<file path="src/rtl/stack_ctrl.sv">
// LIFO stack sequencer: turns push/pop button levels into single requests,
// arbitrates them (pop first) and owns the pointer, storage and status flags.
module stack_ctrl #(
   parameter int DATA_W = 8,
   parameter int DEPTH  = 16,
   parameter int ADDR_W = 4
) (
   input  logic              clk,
   input  logic              rst,
   input  logic              push_btn,
   input  logic              pop_btn,
   input  logic [DATA_W-1:0] data_in,
   output logic [DATA_W-1:0] data_out,
   output logic [ADDR_W:0]   count,
   output logic              full,
   output logic              empty,
   output logic              busy,
   output logic              err
);

   typedef enum logic [2:0] {IDLE, WRITE, READ, LATCH, REJECT} state_t;

   localparam logic [ADDR_W:0] FULL_CNT = (ADDR_W+1)'(DEPTH);

   state_t              state;
   logic [ADDR_W-1:0]   sp;
   logic [ADDR_W-1:0]   rd_addr;
   logic                push_prev, pop_prev;
   logic                pend_push, pend_pop;
   logic                push_ev, pop_ev;
   logic [DATA_W-1:0]   rd_data;
   logic [DATA_W-1:0]   mem [DEPTH];

   assign push_ev = push_btn & ~push_prev;
   assign pop_ev  = pop_btn  & ~pop_prev;
   assign full    = (count == FULL_CNT);
   assign empty   = (count == '0);

   // Storage is deliberately left out of reset.
   always_ff @(posedge clk) begin
      if (state == WRITE) mem[sp] <= data_in;
      if (state == READ)  rd_data <= mem[rd_addr];
   end

   always_ff @(posedge clk or posedge rst) begin
      if (rst) begin
         state     <= IDLE;
         sp        <= '0;
         rd_addr   <= '0;
         count     <= '0;
         data_out  <= '0;
         err       <= 1'b0;
         busy      <= 1'b0;
         push_prev <= 1'b0;
         pop_prev  <= 1'b0;
         pend_push <= 1'b0;
         pend_pop  <= 1'b0;
      end else begin
         push_prev <= push_btn;
         pop_prev  <= pop_btn;
         err       <= 1'b0;
         // A fresh event on the servicing cycle re-arms the flag.
         pend_push <= pend_push | push_ev;
         pend_pop  <= pend_pop  | pop_ev;
         case (state)
            IDLE: begin
               if (pend_pop) begin
                  pend_pop <= pop_ev;
                  busy     <= 1'b1;
                  if (empty) begin
                     state <= REJECT;
                     err   <= 1'b1;
                  end else begin
                     state   <= READ;
                     rd_addr <= sp - 1'b1;
                  end
               end else if (pend_push) begin
                  pend_push <= push_ev;
                  busy      <= 1'b1;
                  if (full) begin
                     state <= REJECT;
                     err   <= 1'b1;
                  end else begin
                     state <= WRITE;
                  end
               end
            end
            WRITE: begin
               sp    <= sp + 1'b1;
               count <= count + 1'b1;
               state <= IDLE;
               busy  <= 1'b0;
            end
            READ: begin
               state <= LATCH;
            end
            LATCH: begin
               data_out <= rd_data;
               sp       <= sp - 1'b1;
               count    <= count - 1'b1;
               state    <= IDLE;
               busy     <= 1'b0;
            end
            REJECT: begin
               state <= IDLE;
               busy  <= 1'b0;
            end
            default: begin
               state <= IDLE;
               busy  <= 1'b0;
            end
         endcase
      end
   end

endmodule
</file>
<file path="config.mk">
export PLATFORM = sky130hd
export DESIGN_NAME = stack_ctrl
export DESIGN_NICKNAME = d
export VERILOG_FILES = /design/src/rtl/stack_ctrl.sv
export SDC_FILE = /design/constraint.sdc
export NUM_CORES = 1
export LEC_CHECK = 0
export BUFFER_PORTS_ARGS = -buffer_cell sky130_fd_sc_hd__buf_4
export CAP_MARGIN = 20
export CELL_PAD_IN_SITES_DETAIL_PLACEMENT = 0
export CELL_PAD_IN_SITES_GLOBAL_PLACEMENT = 1
export CORE_ASPECT_RATIO = 0.5
export CORE_UTILIZATION = 45
export CTS_CLUSTER_SIZE = 10
export DETAILED_ROUTE_END_ITERATION = 10
export PLACE_DENSITY = 0.66
export SLEW_MARGIN = 20
export SYNTH_ARGS = -nofsm -noshare
export SYNTH_HDL_FRONTEND = slang
export SYNTH_SLANG_ARGS = --single-unit
</file>
<file path="constraint.sdc">
create_clock -name clk -period 4.3 [get_ports clk]
set_input_delay 0.215 -clock clk [delete_from_list [all_inputs] [get_ports clk]]
set_output_delay 0.215 -clock clk [all_outputs]
set_load 0.05 [all_outputs]
</file>
======== Word level (Yosys, flattened, before mapping) ========
Memories as Yosys holds them, arrays and structs flattened. A register that Yosys moved wholly into a read port is not among the register bits.
Index checks and enable logic that the tools add are counted.
W data, S select, Z words.
storage, ports and cells
  memory bits (writable) .................. 128
  bits of input ports ..................... 12
  memories ................................ 1
  output and inout bits ................... 17
  word-level logic and storage cells ...... 56
  bits in registers ....................... 30
operators by class
  muxes and demuxes ....................... 22
  eq/ne operators ......................... 5
  bitwise gates (word level) .............. 8
  add/sub/neg operators ................... 4
  reductions and logical operators ........ 5
memories
  memory  depth  width  rd ports  clocked after Yosys merged registers in  write ports  line  text
  mem     16     8      1         1                                        1            32    logic [DATA_W-1:0] mem [DEPTH];
operators with widths
  cell                   count
  $mux W1                14
  $mux W3                4
  $pmux W5 S2            1
  $pmux W4 S2            1
  $eq A3 B2 Y1 const B   2
  $pmux W3 S2            1
  $add A5 B1 Y5 const B  1
  $eq A5 B5 Y1 const B   1
  $logic_not A5 Y1       1
  $sub A5 B1 Y5 const B  1
  $add A4 B1 Y4 const B  1
  $not A1 Y1             4
  $sub A4 B1 Y4 const B  1
  $eq A3 B1 Y1 const B   1
  $logic_not A3 Y1       1
  $ne A3 B3 Y1 const B   1
  $reduce_and A3 Y1      1
  $and A1 B1 Y1          2
  $or A1 B1 Y1           2
  $pmux W1 S2            1
  $reduce_and A2 Y1      1
  $reduce_bool A2 Y1     1

======== Longest topological paths before layout ========
  depth after elaboration ................. 6
  mapped depth ............................ 8
  gate-level depth less buffers ........... 7

======== Worst setup path after synthesis ========
OpenSTA, ideal clock, no wires.
  path kind ............................... reg2reg
  from .................................... register state[0]
  to ...................................... register count[4]
  path buffers ............................ 1
  setup time .............................. 0.071 ns
  stages on the path, launching flop included .. 9
  period minus slack after synthesis ...... 2.194 ns
  arrival ................................. 2.123 ns
  setup slack ............................. 2.106 ns
  cell sequence ........................... dfrtp_1 nor2b_1 clkbuf_1 nand2_1 xnor2_1 ha_1 o31a_2 or4_1 nand4_1
between the ends
  cells in the longest elaborated chain, start to end .. 2
  elaborated cells on any way between the ends .. 4
  those cells by class .................... eq/ne (2); mux (1); reduce/logical (1)
RTL lines
  element                                            line  text
  start, declared                                    25    state_t state;
  start signal, assigned                             47    state <= IDLE;
  start signal, assigned                             71    state <= REJECT;
  start signal, assigned                             74    state <= READ;
  $eq A3 B2 Y1 or $eq A3 B1 Y1 (tied branches)       65    case (state)
  $pmux W5 S2 or $reduce_bool A2 Y1 (tied branches)  n/a
  end signal, assigned                               90    count <= count + 1'b1;
  end signal, assigned                               100   count <= count - 1'b1;
  end, declared                                      14    output logic [ADDR_W:0] count,
Parallel ways exist; a longest one is shown, timed or not.
A chain may end at the register's enable or synchronous reset.

======== Worst setup path after layout ========
  from .................................... register state[1]
  to ...................................... memory mem[9][7] (enable)
between the ends
  cells in the longest elaborated chain, start to end .. 3
RTL lines
  element                        line  text
  $eq A3 B1 Y1                   41    if (state == WRITE) mem[sp] <= data_in;
  $mux W1                        41
  $mux W1 (implied by the code)  41
  end, declared                  32
No other way between the ends.

==> summary by stage <==
Critical path
In this run the critical register-to-register path is captured at mem[9][7]. The critical path is of the flip-flop to flip-flop type. STA classifies the critical path startpoint as a flip-flop. In this run the worst path has a maximum fanout of 18. In this run the critical register-to-register path is launched from state[1]. On the critical path, the stage with the largest delay is an instance of sky130_fd_sc_hd__nor2_1.

The worst-case register-to-register setup slack is 1.65 ns. STA puts the critical path data arrival time at 2.69 ns. The path depth of the worst reg2reg path is 3.

The capturing element type of the critical path is a flip-flop. The data required time of the worst path is 4.34 ns. Walking the worst path, the cells encountered are nor3b_1 -> nand2_1 -> nor2_1.

For this run, the slowest stage of the critical path takes 0.82 ns.

STA
Clock skew on the completed layout was measured at 0.01292 ns. The final hold violation count is 0. The tightest hold margin is 0.1178 ns. The sum of negative setup slack is 0 ns. At the pin with the least slew margin, the transition time is 1.007 ns. The setup violation total in the final timing report is 0. Of the available clock period, the critical path in the final layout requires 61.58%. Setup repair after global routing left no endpoint under its margin. The fmax is 377.6 MHz. Measured against its own limit, the worst slew margin works out to 32.63%. Setup slack closes at 1.652 ns. The shortest clock period the worst path allows after layout is 2.648 ns. The number of pins exceeding their max-slew limit in the final report is 0.

Worst hold path
The count of cells along the worst hold path is 1. The tightest min-delay check is of the input pin to flip-flop type. In this run the most critical hold path is launched from data_in[6]. The terminating pin of the worst hold path is mem[6][6].

Placement
Prior to clock tree synthesis, the placed netlist has a worst setup slack of 1.531 ns. Summed over all nets, the half-perimeter wirelength after detailed placement is 8611 um. The cell count after placement is 562. The final weighted congestion of routability-driven global placement is 0.8149.

Buffers placed on the I/O ports in this run total 28.

GRT
The total congestion overflow is 0. The number of antenna violations at the first check in global routing is 0. The global-route usage over all layers is 19.11%. The wire length of the first global-routing pass is 20,440 um.

The via count of the first global-routing pass is 3,374. The pin count of the biggest net entering global routing is 34.

Power
For this design the static power due to leakage is 0.002663 uW. For this design the ratio of total power to cell area is 719.7 mW/mm^2. Total power for the finished layout comes to 5493 uW. The maximum vdd ir drop is 324.2 uV.

Routing
Wires add up to 13,300 um. The number of vias per cell is 5.533. Dividing the detail-routed wire length by the instance count gives 22.27 um.

The first-pass iteration count of the detailed router is 5. The routed layout has 3,303 vias. The residual antenna-violating net count after detailed routing is 0. For this block, the initial DRC count from the detailed router was 293. The count of unresolved DRC violations after routing is 0.

Clock tree
The clock tree root driver cell is sky130_fd_sc_hd__clkbuf_16. The CTS sink count is 166. The number of buffers created by CTS is 17. The source-to-sink clock delay at the later pin of the worst-skew pair is 0.42 ns. CTS built an H-tree with a depth of 4.

TritonCTS built the clock tree. Clock-pin slew was measured on the worst setup and hold paths at 0.07 ns. The maximum count of clock buffers along a single path is 2.

Logic synthesis
By area, the combinational part of the netlist is dominated by multiplexers. A synthesized cell averages 18.46 sq um. The synthesis-stage register bit count is 166. In this run, synthesis inferred 136 flip-flops with an integrated enable. Summing the areas of all fa, ha and maj instances in the mapped netlist gives 1.326% of the synthesized area. In this run, distinct cell masters in the synthesized netlist total 43. The total of warnings raised by yosys is 0. The number of nets handed over by synthesis was 377. Summing the areas of all compound-gate instances in the mapped netlist gives 3.655% of the synthesized area. The most used flip-flop cell after synthesis is sky130_fd_sc_hd__edfxtp_1. The share of async-settable or async-resettable flops after synthesis is 18.07%. Of the total synthesized cell area, the portion taken by XOR and XNOR cells is 1.193%. Counting every instance in the synthesized netlist gives 358. Of the synthesized area, sequential elements account for 73.17%. After synthesis, the share of cell area in mux cells is 13.41%.

Summing every instance area after synthesis gives 0.006608 sq mm. The post-synthesis simple-gate area fraction is 5.510%.

Finish
The fraction of final layout cells sized beyond drive strength 1 is 28.40%. The number of antenna diodes is 0. From synthesis to final layout, the design area changed by 15.51%. The top cell types in the final layout, fill and taps aside, are 136 x sky130_fd_sc_hd__edfxtp_1, 32 x sky130_fd_sc_hd__mux4_2, 31 x sky130_fd_sc_hd__buf_4.

The library cell used most frequently in the layout, excluding fill and tap cells, is sky130_fd_sc_hd__edfxtp_1. The final layout contains 411 nets. The number of cells in the finished layout apart from fillers is 597.

Floorplan
The I/O pin total is 29. The placeable core area is 0.01393 sq mm. The overall die area is 0.01520 sq mm. The effective utilization at floorplan is 47.45%. In this run the vertical extent of the chip is 87.69 um. The horizontal extent of the die is 173.4 um. The number of placement rows is 30.

Run
Across the run, the number of max-cap violations was 0.

Status
The flow ran to the end, and the final reports show no timing, DRC or antenna violations.
-- flip-flops by register name, indices dropped and copies added, names as in the netlist --
signal     count
rd_data        8
pend_pop       1
mem          128
busy           1
data_out       8
sp             4
pend_push      1
err            1
push_prev      1
count          5
state          3
pop_prev       1
rd_addr        4
-- metrics by stage --
| step | util [%] | cell area [sq um] |
|---|---|---|
| 4_1_cts | 54.74 | 7622 |
| 5_1_grt | 54.81 | 7632 |
| 6_report | 54.81 | 7632 |
| 2_1_floorplan | - | 6608 |
| 3_3_place_gp | 50.24 | 6997 |
| 3_5_place_dp | 50.31 | 7007 |
-- timing repair --
item / CTS / global route
buffers inserted: 0 / 0
gates resized for setup: 0 / 0
hold buffers: 3 / 0
endpoints found under the hold margin: 32 / 0
-- worst max-delay path by stage --
stage	from	end	slack (ns)	cells after the start
2_1_floorplan	state[0]	count[4]	2.11	8
4_1_cts	state[1]	mem[3][5]	1.49	3
3_5_place_dp	state[1]	mem[3][6]	1.53	3
5_1_grt	state[0]	count[4]	1.48	7
3_3_place_gp	state[1]	mem[1][6]	1.62	3
6_report	state[1]	mem[9][7]	1.65	3
-- synth_stat cells (all sizes together), types with 5 or more instances --
cell type	instances	share of area [%]
clkbuf	10	0.57
nor2	18	1.0
nand2	20	1.1
a22oi	16	1.8
dfrtp	30	11
nor3	6	0.45
buf	9	0.72
mux4	32	11
xnor2	5	0.66
inv	8	0.45
ha	7	1.3
nand2b	5	0.47
edfxtp	136	62
mux2	11	2.0
-- routing by layer --
metal | global-route usage, % | vias up | wire length (um)
met2 | 27.82 | 97 | 5954
met3 | 5.078 | 11 | 865
met4 | 6.114 | 0 | 160
met5 | 0 | - | 0
met1 | 28.20 | 1717 | 6316
li1 | - | 1478 | -
-- logic make-up (layout without fill, tap and decap cells) --
family	count (synthesis)	in the layout
xor+xnor	9	9
flops	166	166
fa+ha+maj	7	7
mux	46	46
compound gates	32	32
simple gates	71	71
buf+inv	27	74
-- area by class of cell --
cell class,count,area [sq um]
multi-input combinational,165,1678
tap,192,240.2
sequential,166,4836
fill,1076,6294
inverter,8,30.03
clock inverter,14,156.4
clock buffer,18,429.2
timing repair buffer,34,262.8
-- worst max-delay path: cells and delay by family, from the launching register on --
| family | cells | cell delay [ns] |
|---|---|---|
| flops | 1 | 0.58 |
| simple gates | 3 | 1.68 |
-- power breakdown --
part	internal (uW)	leakage, uW	switching (uW)
clock	830	0.000284	674
sequential	2020	0.00159	302
combinational	733	0.000793	936
(Power assumes the default switching activity.)
